$ cat src/rtl/hazard_ctrl_if.sv
// Signal bundle between the pipeline (master) and the hazard controller (slave).
// Names ending in _i are driven by the pipeline; names ending in _o are driven by the controller.
interface hazard_ctrl_if;
  logic [4:0]  rs1_raddr_i;
  logic [4:0]  rs2_raddr_i;
  logic        rs1_ren_i;
  logic        rs2_ren_i;
  logic [4:0]  ex_rd_addr_i;
  logic        ex_rd_wen_i;
  logic        ex_is_load_i;
  logic        jump_en_i;
  logic [31:0] jump_addr_i;
  logic        bus_req_i;
  logic        bus_ack_i;
  logic        hold_pc_o;
  logic        hold_if_id_o;
  logic        flush_if_id_o;
  logic        flush_id_ex_o;
  logic        jump_en_o;
  logic [31:0] jump_addr_o;
  logic        bus_grant_o;
  logic        bus_timeout_o;
  logic [31:0] stall_cnt_o;

  modport master (
    output rs1_raddr_i, rs2_raddr_i, rs1_ren_i, rs2_ren_i,
           ex_rd_addr_i, ex_rd_wen_i, ex_is_load_i,
           jump_en_i, jump_addr_i, bus_req_i, bus_ack_i,
    input  hold_pc_o, hold_if_id_o, flush_if_id_o, flush_id_ex_o,
           jump_en_o, jump_addr_o, bus_grant_o, bus_timeout_o, stall_cnt_o
  );

  modport slave (
    input  rs1_raddr_i, rs2_raddr_i, rs1_ren_i, rs2_ren_i,
           ex_rd_addr_i, ex_rd_wen_i, ex_is_load_i,
           jump_en_i, jump_addr_i, bus_req_i, bus_ack_i,
    output hold_pc_o, hold_if_id_o, flush_if_id_o, flush_id_ex_o,
           jump_en_o, jump_addr_o, bus_grant_o, bus_timeout_o, stall_cnt_o
  );
endinterface

$ cat src/rtl/hazard_ctrl.sv
// Pipeline hazard controller: load-use stall, jump flush and external bus hold with timeout.
//   state    | meaning
//   IDLE     | normal flow; jump > bus request > load-use
//   LU_STALL | second load-use bubble, then back to IDLE
//   BUS_HOLD | pipeline frozen, bus granted until ack or timeout
module hazard_ctrl #(
  parameter int unsigned BUS_TIMEOUT = 255
) (
  input  logic          clk,
  input  logic          rst,
  hazard_ctrl_if.slave  hz
);

  localparam int TW = $clog2(BUS_TIMEOUT + 1);

  typedef enum logic [1:0] {IDLE, LU_STALL, BUS_HOLD} state_t;

  state_t          r_state;
  state_t          w_next;
  logic [TW-1:0]   r_tcnt;
  logic            r_timeout;
  logic [31:0]     r_stall_cnt;

  logic            w_load_use;
  logic            w_to;
  logic            w_hold;
  logic            w_flush_if_id;
  logic            w_flush_id_ex;
  logic            w_jump_en;
  logic [31:0]     w_jump_addr;
  logic            w_grant;

  assign w_load_use = hz.ex_is_load_i & hz.ex_rd_wen_i & (hz.ex_rd_addr_i != 5'd0) &
                      ((hz.rs1_ren_i & (hz.rs1_raddr_i == hz.ex_rd_addr_i)) |
                       (hz.rs2_ren_i & (hz.rs2_raddr_i == hz.ex_rd_addr_i)));

  assign w_to = (r_tcnt == TW'(BUS_TIMEOUT - 1));

  always_comb begin
    w_next        = r_state;
    w_hold        = 1'b0;
    w_flush_if_id = 1'b0;
    w_flush_id_ex = 1'b0;
    w_jump_en     = 1'b0;
    w_jump_addr   = 32'd0;
    w_grant       = 1'b0;
    // Reset shows the IDLE decode so the pipeline sees sane controls immediately.
    if (rst || r_state == IDLE) begin
      if (hz.jump_en_i) begin
        w_jump_en     = 1'b1;
        w_jump_addr   = hz.jump_addr_i;
        w_flush_if_id = 1'b1;
        w_flush_id_ex = 1'b1;
        w_next        = IDLE;
      end else if (hz.bus_req_i) begin
        w_hold        = 1'b1;
        w_flush_id_ex = 1'b1;
        w_next        = BUS_HOLD;
      end else if (w_load_use) begin
        w_hold        = 1'b1;
        w_flush_id_ex = 1'b1;
        w_next        = LU_STALL;
      end else begin
        w_next        = IDLE;
      end
    end else if (r_state == LU_STALL) begin
      w_next = IDLE;
      if (hz.jump_en_i) begin
        w_jump_en     = 1'b1;
        w_jump_addr   = hz.jump_addr_i;
        w_flush_if_id = 1'b1;
        w_flush_id_ex = 1'b1;
      end else begin
        w_hold        = 1'b1;
        w_flush_id_ex = 1'b1;
      end
    end else if (r_state == BUS_HOLD) begin
      w_grant       = 1'b1;
      w_hold        = 1'b1;
      w_flush_id_ex = 1'b1;
      if (hz.bus_ack_i || w_to) begin
        w_next = IDLE;
      end
    end else begin
      w_next = IDLE;
    end
  end

  always_ff @(posedge clk) begin
    if (rst) begin
      r_state     <= IDLE;
      r_tcnt      <= '0;
      r_timeout   <= 1'b0;
      r_stall_cnt <= 32'd0;
    end else begin
      r_state   <= w_next;
      r_timeout <= (r_state == BUS_HOLD) && w_to && !hz.bus_ack_i;
      if (r_state != BUS_HOLD) begin
        r_tcnt <= '0;
      end else if (!w_to) begin
        r_tcnt <= r_tcnt + 1'b1;
      end
      if (w_hold && (r_stall_cnt != 32'hFFFF_FFFF)) begin
        r_stall_cnt <= r_stall_cnt + 32'd1;
      end
    end
  end

  assign hz.hold_pc_o     = w_hold;
  assign hz.hold_if_id_o  = w_hold;
  assign hz.flush_if_id_o = w_flush_if_id;
  assign hz.flush_id_ex_o = w_flush_id_ex;
  assign hz.jump_en_o     = w_jump_en;
  assign hz.jump_addr_o   = w_jump_addr;
  assign hz.bus_grant_o   = w_grant;
  assign hz.bus_timeout_o = r_timeout;
  assign hz.stall_cnt_o   = r_stall_cnt;

endmodule

$ cat src/flat_wrapper.sv
// flat-port wrapper written by rule: the top's interface ports become plain ports
module hazard_ctrl_flat 
#(
  parameter int unsigned BUS_TIMEOUT = 255
)
  (clk, rst, hz_rs1_raddr_i, hz_rs2_raddr_i, hz_rs1_ren_i, hz_rs2_ren_i, hz_ex_rd_addr_i, hz_ex_rd_wen_i, hz_ex_is_load_i, hz_jump_en_i, hz_jump_addr_i, hz_bus_req_i, hz_bus_ack_i, hz_hold_pc_o, hz_hold_if_id_o, hz_flush_if_id_o, hz_flush_id_ex_o, hz_jump_en_o, hz_jump_addr_o, hz_bus_grant_o, hz_bus_timeout_o, hz_stall_cnt_o);
  hazard_ctrl_if hz_i ();
  input  logic clk;
  input  logic rst;
  input wire logic [$bits(hz_i.rs1_raddr_i)-1:0] hz_rs1_raddr_i;
  input wire logic [$bits(hz_i.rs2_raddr_i)-1:0] hz_rs2_raddr_i;
  input wire logic [$bits(hz_i.rs1_ren_i)-1:0] hz_rs1_ren_i;
  input wire logic [$bits(hz_i.rs2_ren_i)-1:0] hz_rs2_ren_i;
  input wire logic [$bits(hz_i.ex_rd_addr_i)-1:0] hz_ex_rd_addr_i;
  input wire logic [$bits(hz_i.ex_rd_wen_i)-1:0] hz_ex_rd_wen_i;
  input wire logic [$bits(hz_i.ex_is_load_i)-1:0] hz_ex_is_load_i;
  input wire logic [$bits(hz_i.jump_en_i)-1:0] hz_jump_en_i;
  input wire logic [$bits(hz_i.jump_addr_i)-1:0] hz_jump_addr_i;
  input wire logic [$bits(hz_i.bus_req_i)-1:0] hz_bus_req_i;
  input wire logic [$bits(hz_i.bus_ack_i)-1:0] hz_bus_ack_i;
  output wire logic [$bits(hz_i.hold_pc_o)-1:0] hz_hold_pc_o;
  output wire logic [$bits(hz_i.hold_if_id_o)-1:0] hz_hold_if_id_o;
  output wire logic [$bits(hz_i.flush_if_id_o)-1:0] hz_flush_if_id_o;
  output wire logic [$bits(hz_i.flush_id_ex_o)-1:0] hz_flush_id_ex_o;
  output wire logic [$bits(hz_i.jump_en_o)-1:0] hz_jump_en_o;
  output wire logic [$bits(hz_i.jump_addr_o)-1:0] hz_jump_addr_o;
  output wire logic [$bits(hz_i.bus_grant_o)-1:0] hz_bus_grant_o;
  output wire logic [$bits(hz_i.bus_timeout_o)-1:0] hz_bus_timeout_o;
  output wire logic [$bits(hz_i.stall_cnt_o)-1:0] hz_stall_cnt_o;
  assign hz_i.rs1_raddr_i = hz_rs1_raddr_i;
  assign hz_i.rs2_raddr_i = hz_rs2_raddr_i;
  assign hz_i.rs1_ren_i = hz_rs1_ren_i;
  assign hz_i.rs2_ren_i = hz_rs2_ren_i;
  assign hz_i.ex_rd_addr_i = hz_ex_rd_addr_i;
  assign hz_i.ex_rd_wen_i = hz_ex_rd_wen_i;
  assign hz_i.ex_is_load_i = hz_ex_is_load_i;
  assign hz_i.jump_en_i = hz_jump_en_i;
  assign hz_i.jump_addr_i = hz_jump_addr_i;
  assign hz_i.bus_req_i = hz_bus_req_i;
  assign hz_i.bus_ack_i = hz_bus_ack_i;
  assign hz_hold_pc_o = hz_i.hold_pc_o;
  assign hz_hold_if_id_o = hz_i.hold_if_id_o;
  assign hz_flush_if_id_o = hz_i.flush_if_id_o;
  assign hz_flush_id_ex_o = hz_i.flush_id_ex_o;
  assign hz_jump_en_o = hz_i.jump_en_o;
  assign hz_jump_addr_o = hz_i.jump_addr_o;
  assign hz_bus_grant_o = hz_i.bus_grant_o;
  assign hz_bus_timeout_o = hz_i.bus_timeout_o;
  assign hz_stall_cnt_o = hz_i.stall_cnt_o;
  hazard_ctrl #(.BUS_TIMEOUT(BUS_TIMEOUT)) u_core (.clk(clk), .rst(rst), .hz(hz_i));
endmodule
$ cat config.mk
export PLATFORM = sky130hd
export DESIGN_NAME = hazard_ctrl_flat
export DESIGN_NICKNAME = d
export VERILOG_FILES = /design/src/rtl/hazard_ctrl_if.sv /design/src/rtl/hazard_ctrl.sv /design/src/flat_wrapper.sv
export SDC_FILE = /design/constraint.sdc
export NUM_CORES = 1
export LEC_CHECK = 0
export ABC_AREA = 1
export CORE_UTILIZATION = 48
export CTS_BUF_LIST = sky130_fd_sc_hd__clkbuf_8
export DETAILED_ROUTE_END_ITERATION = 16
export PLACE_DENSITY = 0.89
export SETUP_SLACK_MARGIN = 0.1
export SLEW_MARGIN = 20
export SYNTH_ARGS = -nofsm -noshare
export SYNTH_HDL_FRONTEND = slang
export SYNTH_SLANG_ARGS = --single-unit
$ cat constraint.sdc
create_clock -name clk -period 4.65 [get_ports clk]
set_input_delay 0.6975 -clock clk [delete_from_list [all_inputs] [get_ports clk]]
set_output_delay 0.6975 -clock clk [all_outputs]
set_load 0.02 [all_outputs]
==> impl_metrics.yaml <==
detailed_routing:
  firstDrtPassIters: 4
  drc: 0
  drt_iter0_markers: 221
  num_vias: 3519
  ant_nets: 0
  drt-vias-per-instance: 4.96
  finalWirelength_um: 8430
  wl_per_cell_um: 11.9
worst_setup_path:
  crit_chain: "clkdlybuf4s50_1, nor2_1, inv_1, nor2_1, nor2_1, inv_1, nor2_1, clkdlybuf4s50_1"
  path_common_cell: "nor2_1"
  r2r_end: "u_core.hz.stall_cnt_o[26]$_SDFFE_PP0P_"
  r2r_start: "u_core.hz.stall_cnt_o[0]$_SDFFE_PP0P_"
  cp_slowest_cell: "inv_1"
  crit_start: "rst"
  worstSetupEndpointType: "output pin"
  crit_arrival_ns: 3.03
  critical_path.max_stage_delay_ns: 0.61
  required_ns: 3.95
  path_max_fanout: 32
  worstSetupPathType: "in2out"
  reg2reg_slack_ns: 2.56
  worstRegToRegCells: 10
  startpoint_type: "input port"
pwr:
  netSwitchingFraction: 0.252
  leakagePower_nw: 2.05
  power.internal_w: 0.000675
  clkPwrFrac: 0.386
  vdd_drop_max_mv: 0.176
  cellPowerDensity_mw_per_mm2: 206
  share_comb_of_total_power: 0.202
  seq_power_share: 0.413
  switching_power_w: 0.000227
yosys:
  synth_common_cells: "nand2_1 (116), nor2_1 (109), inv_1 (96)"
  yosysWarnings: 0
  ys_ff_latch: 43
  avgSynthCellArea_sq_um: 5.80
  synthFlopType: "dfxtp_1"
  yosys-top-cells-area: "dfxtp_1 (29%), nand2_1 (15%), nor2_1 (14%), inv_1 (12%), nand3_1 (8.4%)"
  post-synth-top-count-cell: "nand2_1"
  synth_top_cell_area_share: 0.288
  yosys.cell_types.count: 29
  syn_area_sq_mm: 0.00299
  synth_edf_count: 0
  async_flop_share: 0
  synth_top_area_cell: "dfxtp_1"
  syn_nets: 578
  synth_cells: 515
  yosysSeqAreaShare: 0.288
clock_tree:
  insertion_delay_ns: 0.30
  cts.sinks: 43
  clk_pin_slew_ns: 0.08
  cts-root-buf: "clkbuf_8"
  clk_path_buf_depth: 2
  cts_post_setup_buffers_inserted: 0
  cts_tree: "built"
  post_cts_resized: 0
  cts-htree-levels: 2
  cts_hold_buf: 0
  cts_made_buffers: 5
timing:
  final_max_slew_viol_count: 0
  setup_viol: 0
  worstMarginPinSlew_ns: 0.833
  setup_tns_ns: 0
  clock.fmax_ghz: 0.269
  clock_skew_ns: 0.00766
  finalHoldViolCount: 0
  rsz0062_at_grt: "no"
  setup_slack_ns: 0.927
  relSlewSlack: 0.444
  period_share: 0.801
  finalCriticalPeriod_ns: 3.72
run:
  maxCapViolations: 0
place:
  place_area_sq_mm: 0.00424
  pre_cts_slack_ns: 0.921
  hpwl_um: 6470
  io_buffer_count: 126
  gp_congestion: 0.809
floorplanning:
  die-width_um: 80.9
  core_area_sq_mm: 0.00596
  die_h_um: 80.9
  io_pins: 127
  num_rows: 28
  initial_core_util: 0.502
  die_area_sq_mm: 0.00654
cells_and_area:
  final_area_sq_mm: 0.00438
  finalNetCount: 697
  antennaDiodeCount: 0
  synthToLayoutAreaGrowth_pct: 46.5
  post-route-util: 0.735
  drive_gt1_frac: 0.0346
grt:
  grt_pass1_wl_um: 13700
  grt.overflow.total: 0
  grt_pass1_vias: 3205
  grt_max_degree: 65
  track_usage: 0.266
  antenna_found_initial: 0
min_path:
  min_path_cells: 1
  hold_end: "u_core.r_tcnt[0]$_SDFFE_PP0P_"
  min_path_type: "reg2reg"
  min_from: "u_core.r_tcnt[0]$_SDFFE_PP0P_"
status:
  outcome: "completed"
==> flip-flops by register name, indices dropped and copies added (netlist names) <==
register / cells
u_core.hz.stall_cnt_o: 32
u_core.r_tcnt: 8
u_core.r_state: 2
u_core.hz.bus_timeout_o: 1
==> through the flow <==
step / hold WS (ns) / total power (W) / cells
6_report: 0.507 / 0.000903 / 710
5_1_grt: 0.540 / 0.000940 / 710
4_1_cts: 0.512 / 0.000907 / 710
3_5_place_dp: 0.491 / 0.000563 / 702
3_3_place_gp: 0.479 / 0.000559 / 702
2_1_floorplan: 0.450 / 0.000470 / 515
==> cells by family after synthesis <==
kind of cell | count (synthesis) | synth area share
fa+ha+maj | 7 | 0.0293
flops | 43 | 0.288
xor+xnor | 4 | 0.0117
simple gates | 300 | 0.428
compound gates | 46 | 0.0800
buf+inv | 115 | 0.163
==> power by group through the flow <==
stage | clock network, W | logic, W | registers, W
after CTS | 0.000351 | 0.000183 | 0.000372
after detailed placement | 0 | 0.000182 | 0.000381
after floorplan | 0 | 0.0000876 | 0.000382
after global routing | 0.000369 | 0.000198 | 0.000373
final | 0.000348 | 0.000182 | 0.000372
after global placement | 0 | 0.000178 | 0.000381
==> layout make-up <==
type | instances | area [sq um]
inverters | 99 | 372
flip-flops and latches | 43 | 861
clock inverters | 3 | 63.8
well taps | 75 | 93.8
clock buffers | 5 | 68.8
multi-input cells | 357 | 1640
fillers | 483 | 1580
repair buffers | 128 | 1280
==> routing by layer <==
metal | part of all wire | vias to the layer above | global-route usage
met4 | 0.017 | 0 | 0.0732
li1 | - | 1814 | -
met3 | 0.073 | 13 | 0.0663
met5 | 0 | - | 0
met2 | 0.54 | 142 | 0.533
met1 | 0.37 | 1550 | 0.265
==> layout by cell type, fill, tap and decap left out, drive strengths merged, types with 2 or more instances in the layout <==
master,netlist,layout
nand4,9,9
clkdlybuf4s50,0,126
xnor2,2,2
clkbuf,3,5
a21oi,37,37
bufinv,0,2
nor3,5,5
xor2,2,2
buf,13,2
ha,7,7
inv,99,100
nor2,113,113
nand2,116,116
nand3,52,52
o21ai,5,5
nand3b,4,4
dfxtp,43,43
==> worst max path at each step <==
stage,slack (ns),endpoint,depth (start not counted)
after global placement,0.99,hz_jump_addr_o[2],8
after global routing,0.74,hz_jump_addr_o[15],8
after CTS,0.92,hz_jump_addr_o[2],8
final,0.93,hz_jump_addr_o[2],8
after detailed placement,0.92,hz_jump_addr_o[2],8
after floorplan,2.07,hz_jump_addr_o[10],7
==> worst max-delay path, delay by kind of cell <==
kind | cells | cell delay [ns]
and+or+nand+nor | 4 | 0.52
buffers and inverters | 4 | 1.80
Power figures use the tool's default switching activity.
